## config.mk

```make
export PLATFORM = sky130hd
export DESIGN_NAME = acc_flag_alu
export DESIGN_NICKNAME = d
export VERILOG_FILES = /design/src/rtl/gb_alu_pkg.sv /design/src/rtl/daa_mod.sv /design/src/rtl/acc_flag_alu.sv
export SDC_FILE = /design/constraint.sdc
export NUM_CORES = 1
export LEC_CHECK = 0
export ABC_AREA = 1
export BUFFER_PORTS_ARGS = -buffer_cell sky130_fd_sc_hd__buf_2
export CAP_MARGIN = 15
export CORE_MARGIN = 1.5
export CORE_UTILIZATION = 54
export DETAILED_ROUTE_END_ITERATION = 10
export GPL_ROUTABILITY_DRIVEN = 0
export GPL_TIMING_DRIVEN = 0
export HOLD_SLACK_MARGIN = 0.15
export PLACE_DENSITY = 0.79
export SLEW_MARGIN = 20
export SYNTH_ARGS = -nofsm -noshare
export SYNTH_HDL_FRONTEND = slang
export SYNTH_SLANG_ARGS = --single-unit
```

## constraint.sdc

```tcl
create_clock -name clk -period 3.2 [get_ports clk]
set_input_delay 0.32 -clock clk [delete_from_list [all_inputs] [get_ports clk]]
set_output_delay 0.32 -clock clk [all_outputs]
set_load 0.02 [all_outputs]
```

## src/rtl/gb_alu_pkg.sv

```systemverilog
// Shared opcodes, flag bit positions and FSM state type for the accumulator/flag stage.
package gb_alu_pkg;

    localparam logic [3:0] OP_ADD = 4'h0;
    localparam logic [3:0] OP_ADC = 4'h1;
    localparam logic [3:0] OP_SUB = 4'h2;
    localparam logic [3:0] OP_SBC = 4'h3;
    localparam logic [3:0] OP_AND = 4'h4;
    localparam logic [3:0] OP_XOR = 4'h5;
    localparam logic [3:0] OP_OR  = 4'h6;
    localparam logic [3:0] OP_CP  = 4'h7;
    localparam logic [3:0] OP_INC = 4'h8;
    localparam logic [3:0] OP_DEC = 4'h9;
    localparam logic [3:0] OP_DAA = 4'hA;
    localparam logic [3:0] OP_CPL = 4'hB;
    localparam logic [3:0] OP_SCF = 4'hC;
    localparam logic [3:0] OP_CCF = 4'hD;
    localparam logic [3:0] OP_LDA = 4'hE;
    localparam logic [3:0] OP_NOP = 4'hF;

    localparam int FLAG_Z = 7;
    localparam int FLAG_N = 6;
    localparam int FLAG_H = 5;
    localparam int FLAG_C = 4;

    typedef enum logic {
        ST_IDLE = 1'b0,
        ST_EXEC = 1'b1
    } state_t;

endpackage

```

## src/rtl/daa_mod.sv

```systemverilog
// Decimal-adjust of A after a BCD add (n_in=0) or subtract (n_in=1), driven by the C/H/N flags.
module daa_mod (
    input  logic [7:0] in,
    input  logic       c_in,
    input  logic       h_in,
    input  logic       n_in,
    output logic [7:0] out,
    output logic       c_out,
    output logic       z_out
);

    logic       hi_adj;
    logic       lo_adj;
    logic [7:0] corr;

    always_comb begin
        // After a subtract only the recorded borrows say which nibbles need fixing.
        if (n_in) begin
            hi_adj = c_in;
            lo_adj = h_in;
        end else begin
            hi_adj = c_in || (in > 8'h99);
            lo_adj = h_in || (in[3:0] > 4'h9);
        end
        corr  = {1'b0, hi_adj, hi_adj, 2'b00, lo_adj, lo_adj, 1'b0};
        out   = n_in ? (in - corr) : (in + corr);
        c_out = hi_adj;
    end

    assign z_out = (out == 8'h00);

endmodule

```

## src/rtl/acc_flag_alu.sv

```systemverilog
// A/F register execution stage: accepts one ALU command, executes it in a single EXEC
// cycle and writes A/F back with a one-cycle done pulse; POP AF loads bypass the ALU.
module acc_flag_alu
    import gb_alu_pkg::*;
(
    input  logic        clk,
    input  logic        rst,
    input  logic        cmd_valid,
    output logic        cmd_ready,
    input  logic [3:0]  cmd_op,
    input  logic [7:0]  cmd_operand,
    input  logic        load_af_valid,
    output logic        load_af_ready,
    input  logic [15:0] af_in,
    output logic [7:0]  a_out,
    output logic [7:0]  f_out,
    output logic        done
);

    state_t     state_q;
    logic [3:0] op_q;
    logic [7:0] b_q;
    logic [7:0] a_q, a_d;
    logic [7:0] f_q, f_d;
    logic       done_q;

    logic       cin;
    logic [8:0] add9, sub9;
    logic [4:0] add_h, sub_h;
    logic [7:0] r_and, r_xor, r_or;
    logic [7:0] daa_out;
    logic       daa_c, daa_z;
    logic       unused_af_low;

    assign unused_af_low = ^af_in[3:0];

    daa_mod u_daa (
        .in    (a_q),
        .c_in  (f_q[FLAG_C]),
        .h_in  (f_q[FLAG_H]),
        .n_in  (f_q[FLAG_N]),
        .out   (daa_out),
        .c_out (daa_c),
        .z_out (daa_z)
    );

    always_comb begin
        cin   = ((op_q == OP_ADC) || (op_q == OP_SBC)) ? f_q[FLAG_C] : 1'b0;
        add9  = {1'b0, a_q} + {1'b0, b_q} + {8'b0, cin};
        sub9  = {1'b0, a_q} - {1'b0, b_q} - {8'b0, cin};
        // Bit 4 of the nibble sum/difference is the half carry/borrow.
        add_h = {1'b0, a_q[3:0]} + {1'b0, b_q[3:0]} + {4'b0, cin};
        sub_h = {1'b0, a_q[3:0]} - {1'b0, b_q[3:0]} - {4'b0, cin};
        r_and = a_q & b_q;
        r_xor = a_q ^ b_q;
        r_or  = a_q | b_q;

        a_d = a_q;
        f_d = f_q;
        case (op_q)
            OP_ADD, OP_ADC: begin
                a_d = add9[7:0];
                f_d = {add9[7:0] == 8'h00, 1'b0, add_h[4], add9[8], 4'b0000};
            end
            OP_SUB, OP_SBC: begin
                a_d = sub9[7:0];
                f_d = {sub9[7:0] == 8'h00, 1'b1, sub_h[4], sub9[8], 4'b0000};
            end
            OP_CP:  f_d = {sub9[7:0] == 8'h00, 1'b1, sub_h[4], sub9[8], 4'b0000};
            OP_AND: begin
                a_d = r_and;
                f_d = {r_and == 8'h00, 1'b0, 1'b1, 1'b0, 4'b0000};
            end
            OP_XOR: begin
                a_d = r_xor;
                f_d = {r_xor == 8'h00, 3'b000, 4'b0000};
            end
            OP_OR: begin
                a_d = r_or;
                f_d = {r_or == 8'h00, 3'b000, 4'b0000};
            end
            OP_INC: begin
                a_d = a_q + 8'd1;
                f_d = {a_q == 8'hFF, 1'b0, a_q[3:0] == 4'hF, f_q[FLAG_C], 4'b0000};
            end
            OP_DEC: begin
                a_d = a_q - 8'd1;
                f_d = {a_q == 8'h01, 1'b1, a_q[3:0] == 4'h0, f_q[FLAG_C], 4'b0000};
            end
            OP_DAA: begin
                a_d = daa_out;
                f_d = {daa_z, f_q[FLAG_N], 1'b0, daa_c, 4'b0000};
            end
            OP_CPL: begin
                a_d = ~a_q;
                f_d = {f_q[FLAG_Z], 1'b1, 1'b1, f_q[FLAG_C], 4'b0000};
            end
            OP_SCF: f_d = {f_q[FLAG_Z], 1'b0, 1'b0, 1'b1, 4'b0000};
            OP_CCF: f_d = {f_q[FLAG_Z], 1'b0, 1'b0, ~f_q[FLAG_C], 4'b0000};
            OP_LDA: a_d = b_q;
            default: ;
        endcase
    end

    always_ff @(posedge clk) begin
        if (rst) begin
            state_q <= ST_IDLE;
            op_q    <= OP_NOP;
            b_q     <= 8'h00;
            a_q     <= 8'h00;
            f_q     <= 8'h00;
            done_q  <= 1'b0;
        end else begin
            done_q <= 1'b0;
            case (state_q)
                ST_IDLE: begin
                    // A pending AF load always beats a command offered in the same cycle.
                    if (load_af_valid) begin
                        a_q <= af_in[15:8];
                        f_q <= {af_in[7:4], 4'b0000};
                    end else if (cmd_valid) begin
                        op_q    <= cmd_op;
                        b_q     <= cmd_operand;
                        state_q <= ST_EXEC;
                    end
                end
                ST_EXEC: begin
                    a_q     <= a_d;
                    f_q     <= f_d;
                    done_q  <= 1'b1;
                    state_q <= ST_IDLE;
                end
                default: state_q <= ST_IDLE;
            endcase
        end
    end

    assign cmd_ready     = (state_q == ST_IDLE) && !load_af_valid;
    assign load_af_ready = (state_q == ST_IDLE);
    assign a_out         = a_q;
    assign f_out         = f_q;
    assign done          = done_q;

endmodule

```

### Yosys cells after proc, flatten, opt, wreduce, memory -nomap -nowiden

Index checks and enable logic that the tools add are counted.

| storage, ports and cells | value |
|---|---|
| flip-flop bits (word level) | 30 |
| bits in latches | 0 |
| memory bits (writable) | 0 |
| bits in read-only memories | 0 |
| input bits | 32 |
| output and inout bits | 19 |
| memories kept | 0 |

| cells by class | value |
|---|---|
| $add $sub $neg | 12 |
| $mul | 0 |
| div/mod/pow operators | 0 |
| magnitude comparators | 2 |
| equal/unequal tests | 29 |
| shifts and indexed selects | 0 |
| muxes and demuxes | 14 |
| bitwise operators | 7 |
| reductions and logical operators | 22 |

Operators by type and width:

| kind | number |
|---|---|
| $pmux 8 s11 | 1 |
| $pmux 8 s10 | 1 |
| $logic_not 8->1 | 6 |
| $eq 4x4->1 const B | 8 |
| $pmux 8 s2 | 2 |
| $mux 8 | 3 |
| $ne 9x2->1 const B | 2 |
| $eq 4x3->1 const B | 4 |
| $ne 2x2->1 const B | 7 |
| $ne 12x2->1 const B | 1 |
| $ne 11x1->1 const B | 1 |
| $ne 11x2->1 const B | 1 |
| $reduce_and 5->1 | 2 |
| $add 8x8->9 | 1 |
| $add 9x1->9 | 1 |
| $sub 8x8->9 | 1 |
| $sub 9x1->9 | 1 |
| $add 8x1->8 const B | 1 |
| $add 8x7->8 | 1 |
| $and 8x8->8 | 1 |
| $eq 4x2->1 const B | 2 |
| $eq 8x1->1 const B | 1 |
| $eq 8x8->1 const B | 1 |
| $gt 8x8->1 const B | 1 |
| 22 further kinds | 35 |

### Depth between registers and ports, before layout

| logic depth | value |
|---|---|
| depth after elaboration | 8 |
| mapped depth | 23 |

### Hierarchy

A second synthesis with hierarchy kept.

| unflattened totals | value |
|---|---|
| cells, all modules | 630 |
| area, all modules | 3748.6 um2 |

Modules (own cells, without submodules):

| module | instances | cells an instance | area each (um2) |
|---|---|---|---|
| acc_flag_alu | 1 | 545 | 3288.2 |
| daa_mod | 1 | 85 | 460.4 |

### Worst setup path after synthesis

Ideal clock, no wire load.

| path | value |
|---|---|
| kind | reg2reg |
| start | register a_q[1], in the netlist a_out[1] |
| end | register a_q[7], in the netlist a_out[7] |
| setup time | 0.070 ns |
| arrival | 3.174 ns |
| setup slack | -0.044 ns |
| cell stages (with the launch flop) | 24 |
| path through | dfxtp_1 -> inv_1 -> ha_1 -> nand2_1 -> nand2_1 -> o31ai_1 -> nand3_1 -> nand2_1 -> inv_1 -> ha_1 -> nand2_1 -> nand2_1 -> ha_1 -> nand2_1 -> inv_1 -> o21ai_0 -> nand3_1 -> nand2_1 -> nand2_1 -> o21ai_0 -> nor2_1 -> nand2_1 -> nand2_1 -> a21oi_1 |

| on the way | value |
|---|---|
| cells in the longest elaborated chain, start to end | 7 |
| elaborated cells between the ends (all ways) | 17 |

Ends and longest elaborated chain:

| item | RTL line | source |
|---|---|---|
| from (decl) | acc_flag_alu.sv:23 | `logic [7:0] a_q, a_d;` |
| from (signal assigned) | acc_flag_alu.sv:119 | `a_q <= af_in[15:8];` |
| $gt 8x8->1 / $gt 4x4->1 (equally long branches) | daa_mod.sv:22, daa_mod.sv:23 |  |
| $logic_or 1x1->1 (on tied branches) | daa_mod.sv:22, daa_mod.sv:23 |  |
| $mux 1 | daa_mod.sv:18 | `if (n_in) begin` |
| $add 8x7->8 / $sub 8x7->8 (equally long branches) | daa_mod.sv:26 | `out = n_in ? (in - corr) : (in + corr);` |
| $mux 8 | daa_mod.sv:26 |  |
| $pmux 8 s10 * | acc_flag_alu.sv:60 | `case (op_q)` |
| $pmux 8 s2 * | acc_flag_alu.sv:115 | `case (state_q)` |

Mark *: on every way between the ends. The rest lies on a longest branch, timed or not.
A chain may end at the register's enable or synchronous reset.

### Final worst setup path

| path | value |
|---|---|
| start | register a_q[2], in the netlist a_out[2] |
| end | register f_q[7], in the netlist f_out[7] |

| on the way | value |
|---|---|
| cells in the longest elaborated chain, start to end | 8 |
| elaborated cells between the ends (all ways) | 26 |

Ends and longest elaborated chain:

| item | RTL line | source |
|---|---|---|
| $gt 8x8->1 / $gt 4x4->1 (equally long branches) | daa_mod.sv:22, daa_mod.sv:23 |  |
| $logic_or 1x1->1 (on tied branches) | daa_mod.sv:22, daa_mod.sv:23 |  |
| $mux 1 | daa_mod.sv:18 |  |
| $add 8x7->8 / $sub 8x7->8 (equally long branches) | daa_mod.sv:26 |  |
| $mux 8 | daa_mod.sv:26 |  |
| $logic_not 8->1 | daa_mod.sv:30 | `assign z_out = (out == 8'h00);` |
| $pmux 8 s11 * | acc_flag_alu.sv:60 |  |
| $pmux 8 s2 * | acc_flag_alu.sv:115 |  |
| to (signal assigned) | acc_flag_alu.sv:120 | `f_q <= {af_in[7:4], 4'b0000};` |
| to (decl) | acc_flag_alu.sv:24 | `logic [7:0] f_q, f_d;` |

Mark *: on every way between the ends. The rest lies on a longest branch, timed or not. The select of a mux whose other input is x is not followed.

==> impl_metrics.csv <==
group,metric,value,unit
outcome,status,"complete, but fails checks",
outcome,failed_checks,"DRC",
global_route,grt-ovfl-total,0,
clocking,clk_latency,0.29,ns
pwr,power_density,365,nW/µm²
yosys,synth_cells,615,
timing,worstMarginPinSlew,0.671,ns
clocking,clkTransAtPathRegs,0.11,ns
timing,finClkSkew,0.0107,ns
floorplanning,die_w,85.3,µm
route,first_pass_iters,11,
route,wl_per_cell,16.9,µm
place,hpwl,9.64,mm
global_route,grt_pass1_wl,20.0,mm
yosys,synth_edf_count,0,
critical_path,crit_fanout,11,
route,drt_iter0_drc,735,
yosys,synth_warnings,0,
clocking,cts_max_level,1,
critical_path,r2r_slack,0.08,ns
cells_and_area,finalInstanceArea,4240,µm²
timing,hold_viol,0,
route,drc_errors,4,
yosys,yosys.area.top_type,"nand2_1",
yosys,seq_area_frac_synth,0.142,
pwr,peakVddDrop,0.000259,V
clocking,cts_buffers,3,
cells_and_area,finalNetCount,755,
cells_and_area,post_route_cells_drive_above_1_share,0.161,
timing,max_slew_margin,0.553,
hold_path,hold_path_class,"in -> reg",
global_route,grt_pass1_vias,4112,
critical_path,cp-end-kind,"flop",
critical_path,required,3.43,ns
critical_path,start_kind,"flop",
timing,drv_slew,0,
timing,min_period_over_period,0.976,
clocking,cts_buffer_depth,2,
yosys,synth_cell_types,39,
floorplanning,initial_core_util,0.566,
floorplanning,die_area,7280,µm²
yosys,syn_area,3660,µm²
global_route,antenna_found_initial,0,
timing,timing.fmax,320,MHz
place,portBuffers,42,
timing,layout_min_cycle_time,3.12,ns
timing,setup_viol,0,
floorplanning,io_pins,51,
critical_path,crit_arrival,3.35,ns
floorplanning,rows,29,
yosys,async_flop_share,0,
route,antenna_left,0,
yosys,postSynthAreaPerCell,5.95,µm²
global_route,grt_max_degree,16,
yosys,synth_ff_type,"dfxtp_1",
cells_and_area,syn_to_final_growth,15.8,%
yosys,synth.area.top_cells,"nand2_1 (15%), ha_1 (14%), dfxtp_1 (14%)",
job,max-cap-violations,0,
clocking,cts-root-buf,"clkbuf_8",
route,drt-total-wl,12.7,mm
clocking,cts_tree,"yes",
place,dpl_cell_area,3980,µm²
cells_and_area,fillers,598,
global_route,gr-usage-all-layers,0.347,
route,vias,4593,
timing,finalSetupTns,0,ns
cells_and_area,antennaDiodeCount,0,
yosys,synth_top_area_frac,0.146,
floorplanning,die_h,85.3,µm
route,drt-vias-per-instance,6.11,
yosys,ys_ff_latch,26,
critical_path,worstSetupPathType,"reg -> reg",
clocking,numClockSinks,26,
pwr,power.leakage,2.16,nW
floorplanning,coreArea,6460,µm²
==> cell type report <==
class | count | area, µm² | share of cell area
plain buffers | 19 | 120 | 0.0284
clock buffers | 3 | 41.3 | 0.00975
clock inverters | 1 | 30.0 | 0.00709
inverters | 92 | 357 | 0.0842
multi-input cells | 481 | 2770 | 0.653
flip-flops and latches | 26 | 533 | 0.126
well taps | 77 | 96.3 | 0.0227
repair buffers | 53 | 293 | 0.0691
==> path summary, 6_finish.rpt <==
kind	start	end	depth (start not counted)
min reg2reg	f_out[7]	f_out[7]	2
max	a_out[2]	f_out[7]	20
min	cmd_op[0]	op_q[0]	3
max reg2reg	a_out[2]	f_out[7]	20
==> synthesized netlist by cell type (2+ instances only) <==
master,n
a211oi_1,3
a21oi_1,50
buf_2,3
buf_4,7
buf_6,2
clkbuf_1,7
dfxtp_1,26
fa_1,5
ha_1,42
inv_1,85
inv_2,6
nand2_1,142
nand2_2,4
nand3_1,59
nand3b_1,4
nand4_1,14
nor2_1,61
nor3_1,8
o2111ai_1,3
o211ai_1,9
o21ai_0,41
o21ai_1,3
o21bai_1,2
o22ai_1,10
o31ai_1,2
or2_2,2
xor2_1,3
==> repair_timing <==
| action | in CTS | in global routing |
|---|---|---|
| hold buffers | 0 | 0 |
| resized for setup | 8 | 26 |
| pin swaps | 0 | 11 |
| buffers inserted | 6 | 5 |
| endpoints found under the setup margin | 5 | 8 |
==> cell usage in the layout, fill, tap and decap left out, types with 3 or more instances in the layout <==
cell / instances
nand3b_1: 4
dfxtp_1: 22
buf_4: 18
clkbuf_8: 3
a211oi_1: 3
nand4_1: 14
nand2_1: 137
o211ai_1: 9
a21oi_1: 50
clkinvlp_4: 3
nor2_1: 58
inv_1: 81
inv_2: 7
nand2_2: 8
clkbuf_1: 6
o2111ai_1: 3
o21ai_0: 38
nand3_1: 58
fa_1: 5
conb_1: 4
buf_2: 44
xor2_1: 3
o22ai_1: 10
nor2_2: 4
ha_1: 40
dfxtp_4: 3
o21ai_1: 4
nor3_1: 8
==> kinds of logic after synthesis <==
logic type,after synthesis,synth area share
compound gates,127,0.194
other cells,1,0.00103
flops,26,0.142
simple gates,299,0.355
fa+ha+maj,47,0.171
xor+xnor,4,0.00958
buf+inv,111,0.126
==> critical path: stages (launching register included) <==
cell and delay (ns):
dfxtp_4 0.49, clkinvlp_4 0.22, nand2_4 0.11, nand2_2 0.06
o31ai_2 0.26, nand3_1 0.13, nand2_2 0.11, inv_1 0.06
ha_1 0.27, nand2_1 0.08, nand2_2 0.08, ha_4 0.25
buf_4 0.14, nand3b_1 0.16, nand2_1 0.09, nand2_1 0.05
nor2_1 0.11, nand3_2 0.09, nand3_1 0.09, o21bai_1 0.08
a21oi_1 0.12
==> where the power goes <==
part	total (mW)	switching, mW	internal (mW)	leakage (nW)
combinational	0.871	0.560	0.311	1.91
sequential	0.388	0.0392	0.349	0.217
clock	0.289	0.121	0.168	0.0357
total	1.55	0.720	0.828	2.16
==> routing by layer <==
layer / vias to the layer above / share of wire / track usage / routed length (µm)
li1: 2152 / - / - / -
met2: 329 / 0.43 / 0.537 / 5480
met3: 77 / 0.12 / 0.0623 / 1560
met4: 0 / 0.055 / 0.161 / 695
met5: - / 0 / 0 / 0
met1: 2035 / 0.39 / 0.468 / 4960
==> sequential cells by signal (all words and copies together), names as in the netlist <==
register / flops
a_out: 8
done: 1
op_q: 4
f_out: 4
b_q: 8
state_q: 1
==> per-stage QoR <==
stage | util | hold WS (ns) | std cells | setup slack (ns) | power, mW
after floorplan | - | 0.389 | 618 | 0.0515 | 0.961
after global placement | 0.616 | 0.456 | 737 | -0.403 | 1.15
after detailed placement | 0.616 | 0.453 | 737 | -0.418 | 1.16
after CTS | 0.637 | 0.252 | 747 | 0.00979 | 1.47
after global routing | 0.656 | 0.272 | 752 | -0.0940 | 1.66
final | 0.656 | 0.259 | 752 | 0.0771 | 1.55
No activity file was read; power rests on OpenSTA's default activity.
